[src/rtl/wb_port_arbiter_if.sv]
// Writeback-port bundle: pipeline request, aux-unit offer, RF write port, hazard query, status.
// Latency: none, this is wiring only.
// Backpressure: aux_ready back toward the aux unit; pipe_stall back toward the pipeline.
interface wb_port_arbiter_if;
    logic        pipe_wr_en;
    logic [4:0]  pipe_rd;
    logic [31:0] pipe_value;
    logic        aux_valid;
    logic [4:0]  aux_rd;
    logic [31:0] aux_value;
    logic        aux_ready;
    logic        rf_we;
    logic [4:0]  rf_rd;
    logic [31:0] rf_wd;
    logic [4:0]  q_rs1;
    logic [4:0]  q_rs2;
    logic [4:0]  q_rd;
    logic        hazard_rs1;
    logic        hazard_rs2;
    logic        hazard_rd;
    logic        pipe_stall;
    logic        proto_err;

    modport master (
        output pipe_wr_en, pipe_rd, pipe_value,
        output aux_valid, aux_rd, aux_value,
        input  aux_ready,
        input  rf_we, rf_rd, rf_wd,
        output q_rs1, q_rs2, q_rd,
        input  hazard_rs1, hazard_rs2, hazard_rd,
        input  pipe_stall, proto_err
    );

    modport slave (
        input  pipe_wr_en, pipe_rd, pipe_value,
        input  aux_valid, aux_rd, aux_value,
        output aux_ready,
        output rf_we, rf_rd, rf_wd,
        input  q_rs1, q_rs2, q_rd,
        output hazard_rs1, hazard_rs2, hazard_rd,
        output pipe_stall, proto_err
    );
endinterface

[src/rtl/wb_port_arbiter.sv]
// Shares one RF write port between the pipeline and a buffered long-latency unit; WB_PORT_ARBITER_STATS_EN adds stall_cycles.
// Latency: pipeline writes same cycle; aux results drain no earlier than the cycle after acceptance.
// Backpressure: aux_ready from registered occupancy; pipe_stall once the buffer head has starved STARVE_LIMIT cycles.
module wb_port_arbiter #(
    parameter int BUF_DEPTH    = 2,
    parameter int STARVE_LIMIT = 8
) (
    input  logic clock,
    input  logic reset,
    wb_port_arbiter_if.slave bus
`ifdef WB_PORT_ARBITER_STATS_EN
    ,
    output logic [15:0] stall_cycles
`endif
);
    localparam int PW = (BUF_DEPTH > 1) ? $clog2(BUF_DEPTH) : 1;
    localparam int CW = $clog2(BUF_DEPTH + 1);
    localparam int SW = $clog2(STARVE_LIMIT + 1);
    localparam logic [CW-1:0] DEPTH_C  = CW'(BUF_DEPTH);
    localparam logic [SW-1:0] STARVE_C = SW'(STARVE_LIMIT);
    localparam logic [PW-1:0] LAST_C   = PW'(BUF_DEPTH - 1);

    logic [4:0]           r_rd  [BUF_DEPTH];
    logic [31:0]          r_val [BUF_DEPTH];
    logic [BUF_DEPTH-1:0] r_vld;
    logic [PW-1:0]        r_head;
    logic [PW-1:0]        r_tail;
    logic [CW-1:0]        r_count;
    logic [SW-1:0]        r_starve;
    logic                 r_proto_err;

    logic w_pipe_req;
    logic w_nonempty;
    logic w_stall;
    logic w_pipe_grant;
    logic w_head_grant;
    logic w_ready;
    logic w_enq;
    logic w_haz_rs1;
    logic w_haz_rs2;
    logic w_haz_rd;

    function automatic logic [PW-1:0] next_ptr(input logic [PW-1:0] p);
        return (p == LAST_C) ? '0 : p + 1'b1;
    endfunction

    assign w_pipe_req   = bus.pipe_wr_en && (bus.pipe_rd != 5'd0);
    assign w_nonempty   = (r_count != '0);
    assign w_stall      = reset && (r_starve == STARVE_C);
    // During a stall the head wins even over a pipeline request.
    assign w_pipe_grant = reset && !w_stall && w_pipe_req;
    assign w_head_grant = reset && !w_pipe_grant && w_nonempty;
    assign w_ready      = reset && (r_count < DEPTH_C);
    assign w_enq        = bus.aux_valid && w_ready && (bus.aux_rd != 5'd0);

    assign bus.aux_ready  = w_ready;
    assign bus.pipe_stall = w_stall;
    assign bus.proto_err  = r_proto_err;
    assign bus.rf_we      = w_pipe_grant || w_head_grant;
    assign bus.rf_rd      = w_pipe_grant ? bus.pipe_rd    : (w_head_grant ? r_rd[r_head]  : 5'd0);
    assign bus.rf_wd      = w_pipe_grant ? bus.pipe_value : (w_head_grant ? r_val[r_head] : 32'd0);

    always_comb begin
        w_haz_rs1 = 1'b0;
        w_haz_rs2 = 1'b0;
        w_haz_rd  = 1'b0;
        for (int i = 0; i < BUF_DEPTH; i++) begin
            if (r_vld[i] && (r_rd[i] == bus.q_rs1) && (bus.q_rs1 != 5'd0)) w_haz_rs1 = 1'b1;
            if (r_vld[i] && (r_rd[i] == bus.q_rs2) && (bus.q_rs2 != 5'd0)) w_haz_rs2 = 1'b1;
            if (r_vld[i] && (r_rd[i] == bus.q_rd)  && (bus.q_rd  != 5'd0)) w_haz_rd  = 1'b1;
        end
    end

    assign bus.hazard_rs1 = w_haz_rs1;
    assign bus.hazard_rs2 = w_haz_rs2;
    assign bus.hazard_rd  = w_haz_rd;

    // Payload storage needs no reset; r_vld gates every use of it.
    always_ff @(posedge clock) begin
        if (w_enq) begin
            r_rd[r_tail]  <= bus.aux_rd;
            r_val[r_tail] <= bus.aux_value;
        end
    end

    always_ff @(posedge clock) begin
        if (!reset) begin
            r_head      <= '0;
            r_tail      <= '0;
            r_count     <= '0;
            r_vld       <= '0;
            r_starve    <= '0;
            r_proto_err <= 1'b0;
        end else begin
            if (w_enq) begin
                r_vld[r_tail] <= 1'b1;
                r_tail        <= next_ptr(r_tail);
            end
            if (w_head_grant) begin
                r_vld[r_head] <= 1'b0;
                r_head        <= next_ptr(r_head);
            end
            if (w_enq && !w_head_grant)
                r_count <= r_count + 1'b1;
            else if (!w_enq && w_head_grant)
                r_count <= r_count - 1'b1;
            if (!w_nonempty || w_head_grant)
                r_starve <= '0;
            else if (r_starve != STARVE_C)
                r_starve <= r_starve + 1'b1;
            if (w_stall && w_pipe_req)
                r_proto_err <= 1'b1;
        end
    end

`ifdef WB_PORT_ARBITER_STATS_EN
    logic [15:0] r_stall_cycles;

    always_ff @(posedge clock) begin
        if (!reset)
            r_stall_cycles <= '0;
        else if (w_stall && (r_stall_cycles != 16'hFFFF))
            r_stall_cycles <= r_stall_cycles + 16'd1;
    end

    assign stall_cycles = r_stall_cycles;
`endif

endmodule

[src/flat_wrapper.sv]
// flat-port wrapper written by rule: the top's interface ports become plain ports
module wb_port_arbiter_flat 
#(
    parameter int BUF_DEPTH    = 2,
    parameter int STARVE_LIMIT = 8
)
  (clock, reset, bus_pipe_wr_en, bus_pipe_rd, bus_pipe_value, bus_aux_valid, bus_aux_rd, bus_aux_value, bus_aux_ready, bus_rf_we, bus_rf_rd, bus_rf_wd, bus_q_rs1, bus_q_rs2, bus_q_rd, bus_hazard_rs1, bus_hazard_rs2, bus_hazard_rd, bus_pipe_stall, bus_proto_err);
  wb_port_arbiter_if bus_i ();
  input  logic clock;
  input  logic reset;
  input wire logic [$bits(bus_i.pipe_wr_en)-1:0] bus_pipe_wr_en;
  input wire logic [$bits(bus_i.pipe_rd)-1:0] bus_pipe_rd;
  input wire logic [$bits(bus_i.pipe_value)-1:0] bus_pipe_value;
  input wire logic [$bits(bus_i.aux_valid)-1:0] bus_aux_valid;
  input wire logic [$bits(bus_i.aux_rd)-1:0] bus_aux_rd;
  input wire logic [$bits(bus_i.aux_value)-1:0] bus_aux_value;
  output wire logic [$bits(bus_i.aux_ready)-1:0] bus_aux_ready;
  output wire logic [$bits(bus_i.rf_we)-1:0] bus_rf_we;
  output wire logic [$bits(bus_i.rf_rd)-1:0] bus_rf_rd;
  output wire logic [$bits(bus_i.rf_wd)-1:0] bus_rf_wd;
  input wire logic [$bits(bus_i.q_rs1)-1:0] bus_q_rs1;
  input wire logic [$bits(bus_i.q_rs2)-1:0] bus_q_rs2;
  input wire logic [$bits(bus_i.q_rd)-1:0] bus_q_rd;
  output wire logic [$bits(bus_i.hazard_rs1)-1:0] bus_hazard_rs1;
  output wire logic [$bits(bus_i.hazard_rs2)-1:0] bus_hazard_rs2;
  output wire logic [$bits(bus_i.hazard_rd)-1:0] bus_hazard_rd;
  output wire logic [$bits(bus_i.pipe_stall)-1:0] bus_pipe_stall;
  output wire logic [$bits(bus_i.proto_err)-1:0] bus_proto_err;
  assign bus_i.pipe_wr_en = bus_pipe_wr_en;
  assign bus_i.pipe_rd = bus_pipe_rd;
  assign bus_i.pipe_value = bus_pipe_value;
  assign bus_i.aux_valid = bus_aux_valid;
  assign bus_i.aux_rd = bus_aux_rd;
  assign bus_i.aux_value = bus_aux_value;
  assign bus_aux_ready = bus_i.aux_ready;
  assign bus_rf_we = bus_i.rf_we;
  assign bus_rf_rd = bus_i.rf_rd;
  assign bus_rf_wd = bus_i.rf_wd;
  assign bus_i.q_rs1 = bus_q_rs1;
  assign bus_i.q_rs2 = bus_q_rs2;
  assign bus_i.q_rd = bus_q_rd;
  assign bus_hazard_rs1 = bus_i.hazard_rs1;
  assign bus_hazard_rs2 = bus_i.hazard_rs2;
  assign bus_hazard_rd = bus_i.hazard_rd;
  assign bus_pipe_stall = bus_i.pipe_stall;
  assign bus_proto_err = bus_i.proto_err;
  wb_port_arbiter #(.BUF_DEPTH(BUF_DEPTH), .STARVE_LIMIT(STARVE_LIMIT)) u_core (.clock(clock), .reset(reset), .bus(bus_i));
endmodule
[config.mk]
export PLATFORM = sky130hd
export DESIGN_NAME = wb_port_arbiter_flat
export DESIGN_NICKNAME = d
export VERILOG_FILES = /design/src/rtl/wb_port_arbiter_if.sv /design/src/rtl/wb_port_arbiter.sv /design/src/flat_wrapper.sv
export SDC_FILE = /design/constraint.sdc
export NUM_CORES = 1
export LEC_CHECK = 0
export CAP_MARGIN = 20
export CORE_MARGIN = 3
export CORE_UTILIZATION = 35
export DETAILED_ROUTE_END_ITERATION = 7
export PLACE_DENSITY = 0.76
export SYNTH_ARGS = -nofsm -noshare
export SYNTH_HDL_FRONTEND = slang
export SYNTH_SLANG_ARGS = --single-unit
[constraint.sdc]
create_clock -name clock -period 3.9 [get_ports clock]
set_input_delay 0.585 -clock clock [delete_from_list [all_inputs] [get_ports clock]]
set_output_delay 0.585 -clock clock [all_outputs]
set_load 0.01 [all_outputs]
After elaboration in Yosys (flattened, before gate mapping). Memories as Yosys holds them, arrays and structs flattened. A register that Yosys moved wholly into a read port is not among the register bits. Index checks and enable logic that the tools add are counted.

Register bits: 11. Bits in latches: 0. RAM bits: 74. ROM bits: 0. Input bits: 93. Output and inout bits: 44. Logic and storage cells: 98. Memories: 2.

$add $sub $neg: 5. $mul: 0. Div/mod/pow operators: 0. $lt $le $gt $ge: 5. Eq/ne operators: 8. Shift operators: 0. Muxes and demuxes: 27. Bitwise operators: 4. Reduce and logical (&&, ||, !) cells: 41.

Memory list: u_core.r_val (depth 2, bits a word 32, rd ports 1, clocked after memory_dff 1, write ports 1, line wb_port_arbiter.sv:24) `logic [31:0] r_val [BUF_DEPTH];`; u_core.r_rd (depth 2, bits a word 5, rd ports 3, clocked after memory_dff 1, write ports 1, line wb_port_arbiter.sv:23) `logic [4:0] r_rd [BUF_DEPTH];`.

Operator list (count): 32-bit two-way mux (2); 5-bit equality test (6); 1-bit logical AND (26); 5-bit nonzero test (5); 1-bit two-way mux (16); 2-bit two-way mux (5); 5-bit two-way mux (2); 1-bit zero test (5); 4-bit by 1-bit adder with 4-bit output, second input constant (1); 4-bit equality test, second input constant (1); 1-bit by 2-bit less-than comparator with 1-bit output, second input constant (2); 4-bit inequality test, second input constant (1); 2-bit nonzero test (2); 1-bit adder, second input constant (2); 2-bit by 1-bit adder with 2-bit output, second input constant (1); 2-bit bitwise AND (1); 1-bit demux with 1-bit select (2); 1-bit >= comparator, second input constant (2); 1-bit logical OR (2); 2-bit less-than comparator, second input constant (1); 2-bit inverter (1); 2-bit bitwise OR (1); 2-bit OR reduction (1); 2-bit by 1-bit subtractor with 2-bit output, second input constant (1); 1-bit inverter (1).

Depth between registers and ports, before layout. Gate-level depths: netlist of run 1.

Depth after elaboration: 11. Gate-level depth with buffers: 12. Gate-level depth less buffers: 10.

Least setup slack after synthesis of run 1. Ideal clock, no wire load.

Path type: input to register. Start: input port reset. End: memory u_core.r_rd[0][0] (enable). Library setup time: 0.438 ns. Arrival time: 2.851 ns. Data required time: 3.462 ns. Slack: 0.611 ns. Cell stages on the path: 3. Buffers on the path: 0. Cell sequence: nor2b_1 -> o311a_1 -> nor2b_1.

Longest elaborated chain between the ends: 5.

RTL lines: from (decl) (line flat_wrapper.sv:10) `input logic reset;`; 1-bit logical AND (line wb_port_arbiter.sv:53) `assign w_ready = reset && (r_count < DEPTH_C);`; 1-bit logical AND (2 in a row) (line wb_port_arbiter.sv:54) `assign w_enq = bus.aux_valid && w_ready && (bus.aux_rd != 5'd0);`; 1-bit two-way mux (line wb_port_arbiter.sv:80) `if (w_enq) begin`; 1-bit two-way mux (not written as such) (line wb_port_arbiter.sv:81) `r_rd[r_tail] <= bus.aux_rd;`; to (decl) (line wb_port_arbiter.sv:23).

No other way between the ends.

Worst setup path after layout of run 1.
Start: register u_core.r_starve[0]. End: output port bus_rf_rd[1].

Longest elaborated chain between the ends: 10.

RTL lines: from (decl) (line wb_port_arbiter.sv:29) `logic [SW-1:0] r_starve;`; from (signal assigned) (line wb_port_arbiter.sv:110) `r_starve <= r_starve + 1'b1;`; 4-bit equality test (*) (line wb_port_arbiter.sv:49) `assign w_stall = reset && (r_starve == STARVE_C);`; 1-bit logical AND (*) (line wb_port_arbiter.sv:49); 1-bit zero test (*) (line wb_port_arbiter.sv:51) `assign w_pipe_grant = reset && !w_stall && w_pipe_req;`; 1-bit logical AND (*) (2 in a row) (line wb_port_arbiter.sv:51); 1-bit zero test (line wb_port_arbiter.sv:52) `assign w_head_grant = reset && !w_pipe_grant && w_nonempty;`; 1-bit logical AND (2 in a row) (line wb_port_arbiter.sv:52); 5-bit two-way mux (line wb_port_arbiter.sv:60) `assign bus.rf_rd = w_pipe_grant ? bus.pipe_rd : (w_head_grant ? r_rd[r_head] : 5'd0);`; 5-bit two-way mux (*) (line wb_port_arbiter.sv:60); to (decl) (line flat_wrapper.sv:19) `output wire logic [$bits(bus_i.rf_rd)-1:0] bus_rf_rd;`.

Mark *: on every way between the ends. The rest lies on a longest branch, timed or not.

==> reports/metrics.csv, run 1 <==
metric,value,unit
area taken by multi-input logic gates,1490,sq um
later-pin clock latency in the skew report,0.33,ns
CP Capture Type,output pin,
RSZ-0062 raised after global routing,no,
initial core utilization,0.368,
period utilization,0.931,
clock skew,0.00560,ns
hold_buf cts,0,
Placement Setup Slack,0.247,ns
Register Area,2460,sq um
Final setup viols,0,
TritonCTS clock tree,done,
kind of critical path,register to output pin,
"Reg clk slew, reported paths",0.06,ns
synthesized area,4090,sq um
GRT Overall Usage,0.151,
Max Cap Violations,0,
Max Clk Rate,0.276,GHz
minimum clock period,3.63,ns
Main synth FF type,edfxtp_1,
DRC viols,0,
remaining global-route overflow,0,
Via Count,2825,
first-pass GRT wire length,15.3,mm
Yosys top cell by area,edfxtp_1,
drt first pass iters,4,
total die area,13000,sq um
Yosys reg bits,86,
CP Launch Type,register,
post-CTS setup buffer count,0,
post-synth top area share,0.543,
largest net degree at the start of global routing,40,
clock sinks,86,
top-count cell post-synth,edfxtp_1,
CP Max Fanout,39,
"EDFF count, synth",74,
port buffer count,136,
"top cells by count, synth","edfxtp_1, mux2i_1, o2bb2ai_1, xor2_1, dfxtp_1",
syn_nets,373,
row cnt,38,
final worst slack,0.271,ns
Synth area leaders,"edfxtp_1, mux2i_1, dfxtp_1",
status,finished clean,
Synth cell types,39,
hold_ws,0.491,ns
register area share after synthesis,0.602,
post-cts repair resize count,0,
Final Slew Violations,0,
routed wire length,9.84,mm
CTS buffer count,9,
initial antenna violation count,0,
WP data arrival,3.04,ns
Core ar.,11100,sq um
# nets final,512,
power consumption,2.41,mW
Pwr Density,412,nW/um^2
post-route ant nets,0,
area grow syn2layout,43.0,%
Final Wtd Congestion,0.777,
Die W,114,um
routed length per instance,17.5,um
hold violation count in the final report,0,
ratio of cells with drive above 1 in the final layout,0.0879,
H-tree depth,3,
# fillers,981,
Syn Area/Cell,14.8,sq um
Die Span Y,114,um
I/O pin count,137,
vias per cell,5.04,
Initial DRC Count,126,
setup tns final,0,ns
post-DP HPWL,7.14,mm
Worst-Margin Slew,0.808,ns
Hold Crit Class,register to register,
Worst slew margin,0.461,
post-synthesis cell count,277,
peak supply drop,0.187,mV
vias in the first global route,3035,
Max Root-Sink Buffers,2,
n_diodes,0,
P_leak,1.92,nW
Ys Warns,0,
asr flop ratio synth,0,
root buffer selected by CTS,clkbuf_16,
Required @ worst endpoint,3.31,ns
-- sequential cells by signal, indices dropped and copies added (netlist names), named ones only --
signal,flops
u_core.r_val,64
u_core.r_rd,10
u_core.r_starve,4
u_core.r_count,2
u_core.r_vld,2
u_core.bus.proto_err,1
u_core.r_head,1
u_core.r_tail,1
-- cells by family (layout without fill, tap and decap cells) --
group / Yosys count / in the layout / share of synthesized area
DFF: 86 / 86 / 0.602
AOI/OAI and AO/OA: 54 / 54 / 0.125
and+or+nand+nor: 42 / 42 / 0.0611
muxes: 37 / 37 / 0.0905
xor gates and xnor gates: 35 / 35 / 0.0749
buffers and inverters: 20 / 164 / 0.0373
adders and majority gates: 3 / 3 / 0.00917
-- cell usage in the layout, fill, tap and decap left out, types with 6 or more instances in the layout --
cell               n
nand3_1            7
nor4_1             6
clkbuf_16          9
mux2i_1           37
edfxtp_1          74
o2bb2ai_1         26
xor2_1            26
clkdlybuf4s50_1  136
o2bb2ai_2         10
dfxtp_1           11
xnor2_1            9
-- worst max-delay path: stages (launching register included) --
cell and delay [ns]:
dfxtp_1 0.37, inv_1 0.10, ha_1 0.21, and3b_1 0.27, a211oi_4 0.31, nor2_1 0.12
inv_2 0.61, o22ai_1 0.19, clkdlybuf4s50_1 0.53
-- layer usage --
metal | routed length [um] | vias to the layer above | track usage | share of wire
met2 | 5010 | 111 | 0.263 | 0.51
li1 | - | 1351 | - | -
met5 | 0 | - | 0 | 0
met3 | 614 | 19 | 0.0344 | 0.062
met4 | 214 | 0 | 0.0586 | 0.022
met1 | 4000 | 1344 | 0.182 | 0.41
-- stage by stage --
step           instances  instance area, sq um   util
2_1_floorplan        277                  4090      -
4_1_cts              561                  5850  0.526
3_5_place_dp         545                  5570  0.500
5_1_grt              561                  5850  0.526
6_report             561                  5850  0.526
3_3_place_gp         545                  5570  0.500
-- path summary, 6_finish.rpt --
path	slack, ns	cells past startpoint	end	from
max	0.27	8	bus_rf_rd[1]	u_core.r_starve[0]$_SDFFE_PP0P_
min	0.49	1	u_core.r_vld[1]$_SDFF_PN0_	u_core.r_head$_SDFFE_PN0P_
max reg2reg	0.87	9	u_core.r_count[1]$_SDFFE_PN0P_	u_core.r_starve[0]$_SDFFE_PP0P_
min reg2reg	0.49	1	u_core.r_vld[1]$_SDFF_PN0_	u_core.r_head$_SDFFE_PN0P_
-- cell type report --
type	instances	share of cell area
clock buffer	12	0.0404
clock inverter	4	0.00813
inverter	6	0.00385
multi-input combinational	171	0.254
sequential	86	0.421
tap	140	0.0299
timing repair buffer	142	0.243
-- power breakdown --
group	internal (mW)	switching [mW]	total [mW]	leakage [nW]
logic	0.265	0.210	0.475	1.00
clock network	0.494	0.322	0.816	0.137
registers	1.07	0.0529	1.12	0.776
total	1.83	0.585	2.41	1.92
No activity file was read; power rests on OpenSTA's default activity.
==> run 2, diff against run 1 <==
- CAP_MARGIN: 20 -> unset
- PLACE_DENSITY: 0.76 -> 0.78
- clock period: 3.9 -> 3.1 ns (I/O delays scaled with it)
==> run 2 against run 1 <==
  * Sequential power up 25%
  * Routed wire length grew 2.0%
  * Critical path depth unchanged
  * Largest cell class unchanged
  * Highest routed layer unchanged
  * Die area unchanged
==> reports/metrics.csv, run 2 (synthesis results as in run 1) <==
metric,value,unit,change
status,finished clean,,
remaining global-route overflow,0,,unchanged
hold_buf cts,0,,unchanged
clock sinks,86,,unchanged
P_leak,2.38,nW,+24%
post-DP HPWL,7.65,mm,+7.2%
Max Cap Violations,0,,unchanged
Pwr Density,499,nW/um^2,+21%
vias per cell,5.06,,+0.54%
DRC viols,0,,unchanged
H-tree depth,3,,unchanged
post-CTS setup buffer count,0,,unchanged
design area,6030,sq um,+3.1%
RSZ-0062 raised after global routing,no,,
CP Max Fanout,4,,-90%
first-pass GRT wire length,15.7,mm,+2.4%
Core ar.,11100,sq um,unchanged
Reg with most FFs,u_core.r_val,,
kind of critical path,register to output pin,,
largest registers,"u_core.r_val x64, u_core.r_rd x10, u_core.r_starve x4",,
hold violation count in the final report,0,,unchanged
Worst-Margin Slew,0.551,ns,-0.257 ns
minimum clock period,2.94,ns,
later-pin clock latency in the skew report,0.33,ns,about the same
most frequent cells in the layout,"clkdlybuf4s50_1, edfxtp_1, mux2i_1, o2bb2ai_1, xor2_1",,
vias in the first global route,3157,,+4.0%
CP Launch Type,register,,
GRT Overall Usage,0.155,,+0.00363
Hold Crit Class,register to register,,
WP data arrival,2.47,ns,-0.57 ns
hold_ws,0.501,ns,+0.0101 ns
routed wire length,10.0,mm,+2.0%
ratio of cells with drive above 1 in the final layout,0.125,,+0.0368
Max Clk Rate,0.340,GHz,
port buffer count,136,,unchanged
Final Slew Violations,0,,unchanged
routed length per instance,17.5,um,-0.16%
peak supply drop,0.276,mV,+47%
n_diodes,0,,unchanged
largest net degree at the start of global routing,24,,-40%
Worst slew margin,0.633,,+0.172
Required @ worst endpoint,2.63,ns,-0.68 ns
initial antenna violation count,0,,unchanged
Via Count,2901,,+2.7%
post-route ant nets,0,,unchanged
CP Capture Type,output pin,,
Die Span Y,114,um,unchanged
initial core utilization,0.368,,unchanged
"commonest non-fill, non-tap cell in the layout",clkdlybuf4s50_1,,
root buffer selected by CTS,clkbuf_16,,
max FFs per register,64,,unchanged
Final setup viols,0,,unchanged
I/O pin count,137,,unchanged
period utilization,0.947,,
# nets final,524,,+2.3%
Placed Area,5710,sq um,+2.5%
Initial DRC Count,131,,+4.0%
area grow syn2layout,47.3,%,
total die area,13000,sq um,unchanged
TritonCTS clock tree,done,,
drt first pass iters,5,,+1
Die W,114,um,unchanged
CTS buffer count,9,,unchanged
Final Wtd Congestion,0.802,,+3.2%
"Reg clk slew, reported paths",0.06,ns,about the same
clock skew,0.00645,ns,+0.000849 ns
Max Root-Sink Buffers,2,,unchanged
row cnt,38,,unchanged
run 2: cell types whose count changed in the layout (fill, tap and decap cells not counted), moves of 4 or more:
| cell | before | now |
|---|---|---|
| buf_12 | 1 | 5 |
| dlymetal6s2s_1 | 0 | 22 |
| dlygate4sd2_1 | 0 | 13 |
| clkdlybuf4s50_1 | 136 | 101 |
| buf_4 | 5 | 13 |
run 2: through the flow:
step / setup slack [ns] / utilization / instances / power, mW / TNS, ns
after floorplan: 0.648 / - / 277 / 1.72 / 0
after global placement: 0.0387 / 0.513 / 557 / 2.05 / 0
after detailed placement: -0.0249 / 0.513 / 557 / 2.07 / -0.0387
after CTS: 0.00270 / 0.536 / 573 / 3.04 / 0
after global routing: 0.0339 / 0.542 / 573 / 3.14 / 0
final: 0.163 / 0.542 / 573 / 3.01 / 0
run 2: path summary, 6_finish.rpt:
kind / startpoint / slack, ns / cells after the start / end
setup / recovery: u_core.r_starve[0]$_SDFFE_PP0P_ / 0.16 / 8 / bus_rf_wd[1]
hold / removal: u_core.r_head$_SDFFE_PN0P_ / 0.50 / 1 / u_core.r_vld[1]$_SDFF_PN0_
setup reg to reg: u_core.r_starve[0]$_SDFFE_PP0P_ / 0.78 / 10 / u_core.r_count[1]$_SDFFE_PN0P_
hold reg to reg: u_core.r_head$_SDFFE_PN0P_ / 0.50 / 1 / u_core.r_vld[1]$_SDFF_PN0_
run 2: where the power goes:
| group | switching, mW | internal, mW |
|---|---|---|
| Sequential | 0.0620 | 1.34 |
| Clock | 0.439 | 0.547 |
| Combinational | 0.275 | 0.342 |
run 2: cell type report:
cell class / instances / area (sq um)
clock buffer: 10 / 229
clock inverter: 6 / 45.0
fill: 936 / 5100
inverter: 6 / 22.5
multi-input combinational: 171 / 1500
sequential: 86 / 2460
tap: 140 / 175
timing repair buffer: 154 / 1600
run 2: worst max-delay path, stage by stage (launching register included):
cell and delay (ns):
dfxtp_2 0.34, inv_1 0.06, ha_1 0.19, and3b_1 0.20, a211oi_4 0.25, buf_4 0.17, and2_4 0.20, o2bb2ai_1 0.13
clkdlybuf4s50_1 0.59
run 2: timing repair:
action,4_1_cts,5_1_grt
resized for setup,14,24
pin swaps,1,1
endpoints found under the setup margin,5,24
gates cloned,0,0
run 2: metal layers:
metal  vias up  routed length (um)  track usage
li1       1378                   -            -
met1      1403                3900        0.177
met2       106                5320        0.282
met3        14                 656       0.0333
met4         0                 153       0.0594
met5         -                   0            0
==> run 3, diff against run 2 <==
- REMOVE_ABC_BUFFERS: unset -> 1
==> run 3 against run 2 <==
  * The flow now finishes with violations (negative setup slack)
  * Global-route usage is 0.54 points lower
  * Combinational power decreased by 2%
  * Design area is 0.87% lower
  * Sequential power about the same
  * Critical path depth did not move
  * Final cell count is 0.17% lower
  * Sequential cell count is the same
  * Sequential share of layout area up 0.34 points
  * Critical endpoint is now bus_rf_wd[29]
  * Largest cell class unchanged
==> reports/metrics.csv, run 3 (synthesis results as in run 1) <==
metric,value,unit,change
CP Launch Type,input pin,,
Comb pwr share,0.200,,-0.005
Final setup viols,2,,+2
I/O pin count,137,,unchanged
initial antenna violation count,0,,unchanged
hold violation count in the final report,0,,unchanged
Worst-Margin Slew,0.496,ns,-0.0553 ns
RSZ-0062 raised after global routing,yes,,
post-route ant nets,0,,unchanged
Pwr Density,508,nW/um^2,+2.0%
vias in the first global route,3009,,-4.7%
row cnt,38,,unchanged
largest net degree at the start of global routing,25,,+4.2%
H-tree depth,3,,unchanged
clock sinks,86,,unchanged
"most used cell, CP",clkdlybuf4s50_1,,
most frequent cells in the layout,"clkdlybuf4s50_1, edfxtp_1, mux2i_1, o2bb2ai_1, xor2_1",,
area grow syn2layout,46.0,%,
Max Cap Violations,0,,unchanged
kind of critical path,input pin to output pin,,
Die Span Y,114,um,unchanged
TritonCTS clock tree,done,,
port buffer count,136,,unchanged
Max Clk Rate,0.322,GHz,-5.4%
Hold Crit Class,register to register,,
routed length per instance,16.7,um,-4.4%
"commonest non-fill, non-tap cell in the layout",clkdlybuf4s50_1,,
DRC viols,0,,unchanged
vias per cell,5.03,,-0.65%
Via Count,2877,,-0.83%
setup tns final,-0.00691,ns,-0.00691 ns
peak supply drop,0.228,mV,-17%
status,finished with violations,,
CP Max Fanout,15,,+11
# nets final,523,,-0.19%
clock share of power,0.339,,+0.011
remaining global-route overflow,0,,unchanged
initial core utilization,0.368,,unchanged
WP data arrival,2.64,ns,+0.17 ns
failing checks,negative setup slack,,
clock skew,0.00684,ns,+0.000391 ns
R2R setup slack,0.74,ns,-0.04 ns
later-pin clock latency in the skew report,0.32,ns,about the same
max FFs per register,64,,unchanged
"slowest stage delay, CP",0.55,ns,-0.04 ns
Reg with most FFs,u_core.r_val,,
root buffer selected by CTS,clkbuf_16,,
CTS buffer count,9,,unchanged
CP Capture Type,output pin,,
post-CTS setup buffer count,0,,unchanged
routed wire length,9.57,mm,-4.6%
period utilization,1.00,,+0.0542
cell chain of the critical path,"clkdlybuf4s50_1, nor4_4, a211oi_4, nor2_1, inv_2, buf_4, o2bb2ai_1, clkdlybuf4s50_1",,
largest registers,"u_core.r_val x64, u_core.r_rd x10, u_core.r_starve x4",,
Required @ worst endpoint,2.63,ns,about the same
total die area,13000,sq um,unchanged
Die W,114,um,unchanged
Max Root-Sink Buffers,2,,unchanged
ratio of cells with drive above 1 in the final layout,0.113,,-0.0113
post-DP HPWL,7.21,mm,-5.8%
Reg2Reg Launch Point,u_core.r_starve[0]$_SDFFE_PP0P_,,
Core ar.,11100,sq um,unchanged
n_diodes,0,,unchanged
Final Util,0.537,,-0.00472
r2r endpoint,u_core.r_count[1]$_SDFFE_PN0P_,,
Bufs and invs on worst path,4,,+1
# fillers,969,,+3.5%
Initial DRC Count,112,,-15%
final worst slack,-0.00497,ns,-0.168 ns
R2R cell count,10,,unchanged
Worst slew margin,0.670,,+0.0369
HP Start,u_core.r_head$_SDFFE_PN0P_,,
Flop pwr share,0.461,,-0.006
Hold Crit Endpoint,u_core.r_vld[1]$_SDFF_PN0_,,
Pint,2.30,mW,+3.0%
minimum clock period,3.10,ns,+0.168 ns
Switching Share,0.244,,-0.0143
CP startpoint,bus_pipe_rd[0],,
Final Wtd Congestion,0.783,,-2.4%
hold_buf cts,0,,unchanged
"Reg clk slew, reported paths",0.06,ns,about the same
first-pass GRT wire length,15.3,mm,-2.9%
P_leak,2.20,nW,-7.6%
slowest CP cell,clkdlybuf4s50_1,,
GRT Overall Usage,0.150,,-0.00540
Final Slew Violations,0,,unchanged
hold path cells,1,,unchanged
NetSw,0.741,mW,-4.5%
Worst path top cell family by delay,buffers and inverters,,
drt first pass iters,4,,-1
==> run 3: cell count changes in the layout (fill, tap and decap cells not counted), moves of 2 or more <==
cell | previous run | this run
buf_12 | 5 | 3
clkdlybuf4s50_1 | 101 | 112
clkinv_1 | 0 | 2
dlymetal6s2s_1 | 22 | 11
==> run 3: how the worst max path moves through the flow <==
| stage | endpoint | slack (ns) | cells after the start |
|---|---|---|---|
| after floorplan | u_core.r_rd[0][0]$_DFFE_PP_ | -0.07 | 3 |
| after global placement | bus_rf_wd[7] | 0.02 | 8 |
| after detailed placement | bus_rf_wd[9] | -0.02 | 8 |
| after CTS | bus_rf_wd[29] | -0.01 | 8 |
| after global routing | bus_rf_wd[29] | -0.12 | 8 |
| final | bus_rf_wd[29] | -0.005 | 8 |
==> run 3: layout make-up <==
class / count / area, sq um / area share
clock buffer: 10 / 229 / 0.0383
clock inverter: 6 / 61.3 / 0.0103
inverter: 6 / 22.5 / 0.00377
multi-input combinational: 171 / 1490 / 0.249
sequential: 86 / 2460 / 0.412
tap: 140 / 175 / 0.0293
timing repair buffer: 153 / 1540 / 0.257
==> run 3: repair_timing <==
item,CTS,global route
cloned,0,0
pin swaps,2,1
endpoints found under the setup margin,36,23
gates resized for setup,14,11
==> run 3: metrics by stage <==
stage                     worst slack [ns]  cell area [sq um]  cells  hold slack [ns]  power (mW)
after floorplan                    -0.0689               3960    263            0.439        1.70
after global placement              0.0168               5670    556            0.466        2.04
after detailed placement           -0.0225               5670    556            0.472        2.06
after CTS                          -0.0150               5950    572            0.490        3.09
after global routing                -0.116               5980    572            0.507        3.18
final                             -0.00497               5980    572            0.487        3.04
==> run 3: power by group through the flow <==
stage | Combinational (mW) | Sequential (mW) | Clock, mW
2_1_floorplan | 0.273 | 1.43 | 0
3_3_place_gp | 0.615 | 1.42 | 0
3_5_place_dp | 0.629 | 1.43 | 0
4_1_cts | 0.622 | 1.40 | 1.06
5_1_grt | 0.660 | 1.41 | 1.11
6_report | 0.607 | 1.40 | 1.03
==> run 3: worst reg2reg max path, cell delays in order, from the launching register on <==
cell and delay (ns):
dfxtp_1 0.35, inv_1 0.08, ha_1 0.20, and3b_2 0.25
a211oi_4 0.22, nor2_1 0.11, inv_2 0.12, buf_12 0.16
ha_1 0.28, or3_1 0.37, a21boi_0 0.15
==> run 3: metal layers <==
metal | track usage | up-vias | share of wire
met4 | 0.0428 | 0 | 0.013
met2 | 0.255 | 98 | 0.50
li1 | - | 1375 | -
met3 | 0.0396 | 13 | 0.060
met5 | 0 | - | 0
met1 | 0.187 | 1391 | 0.43
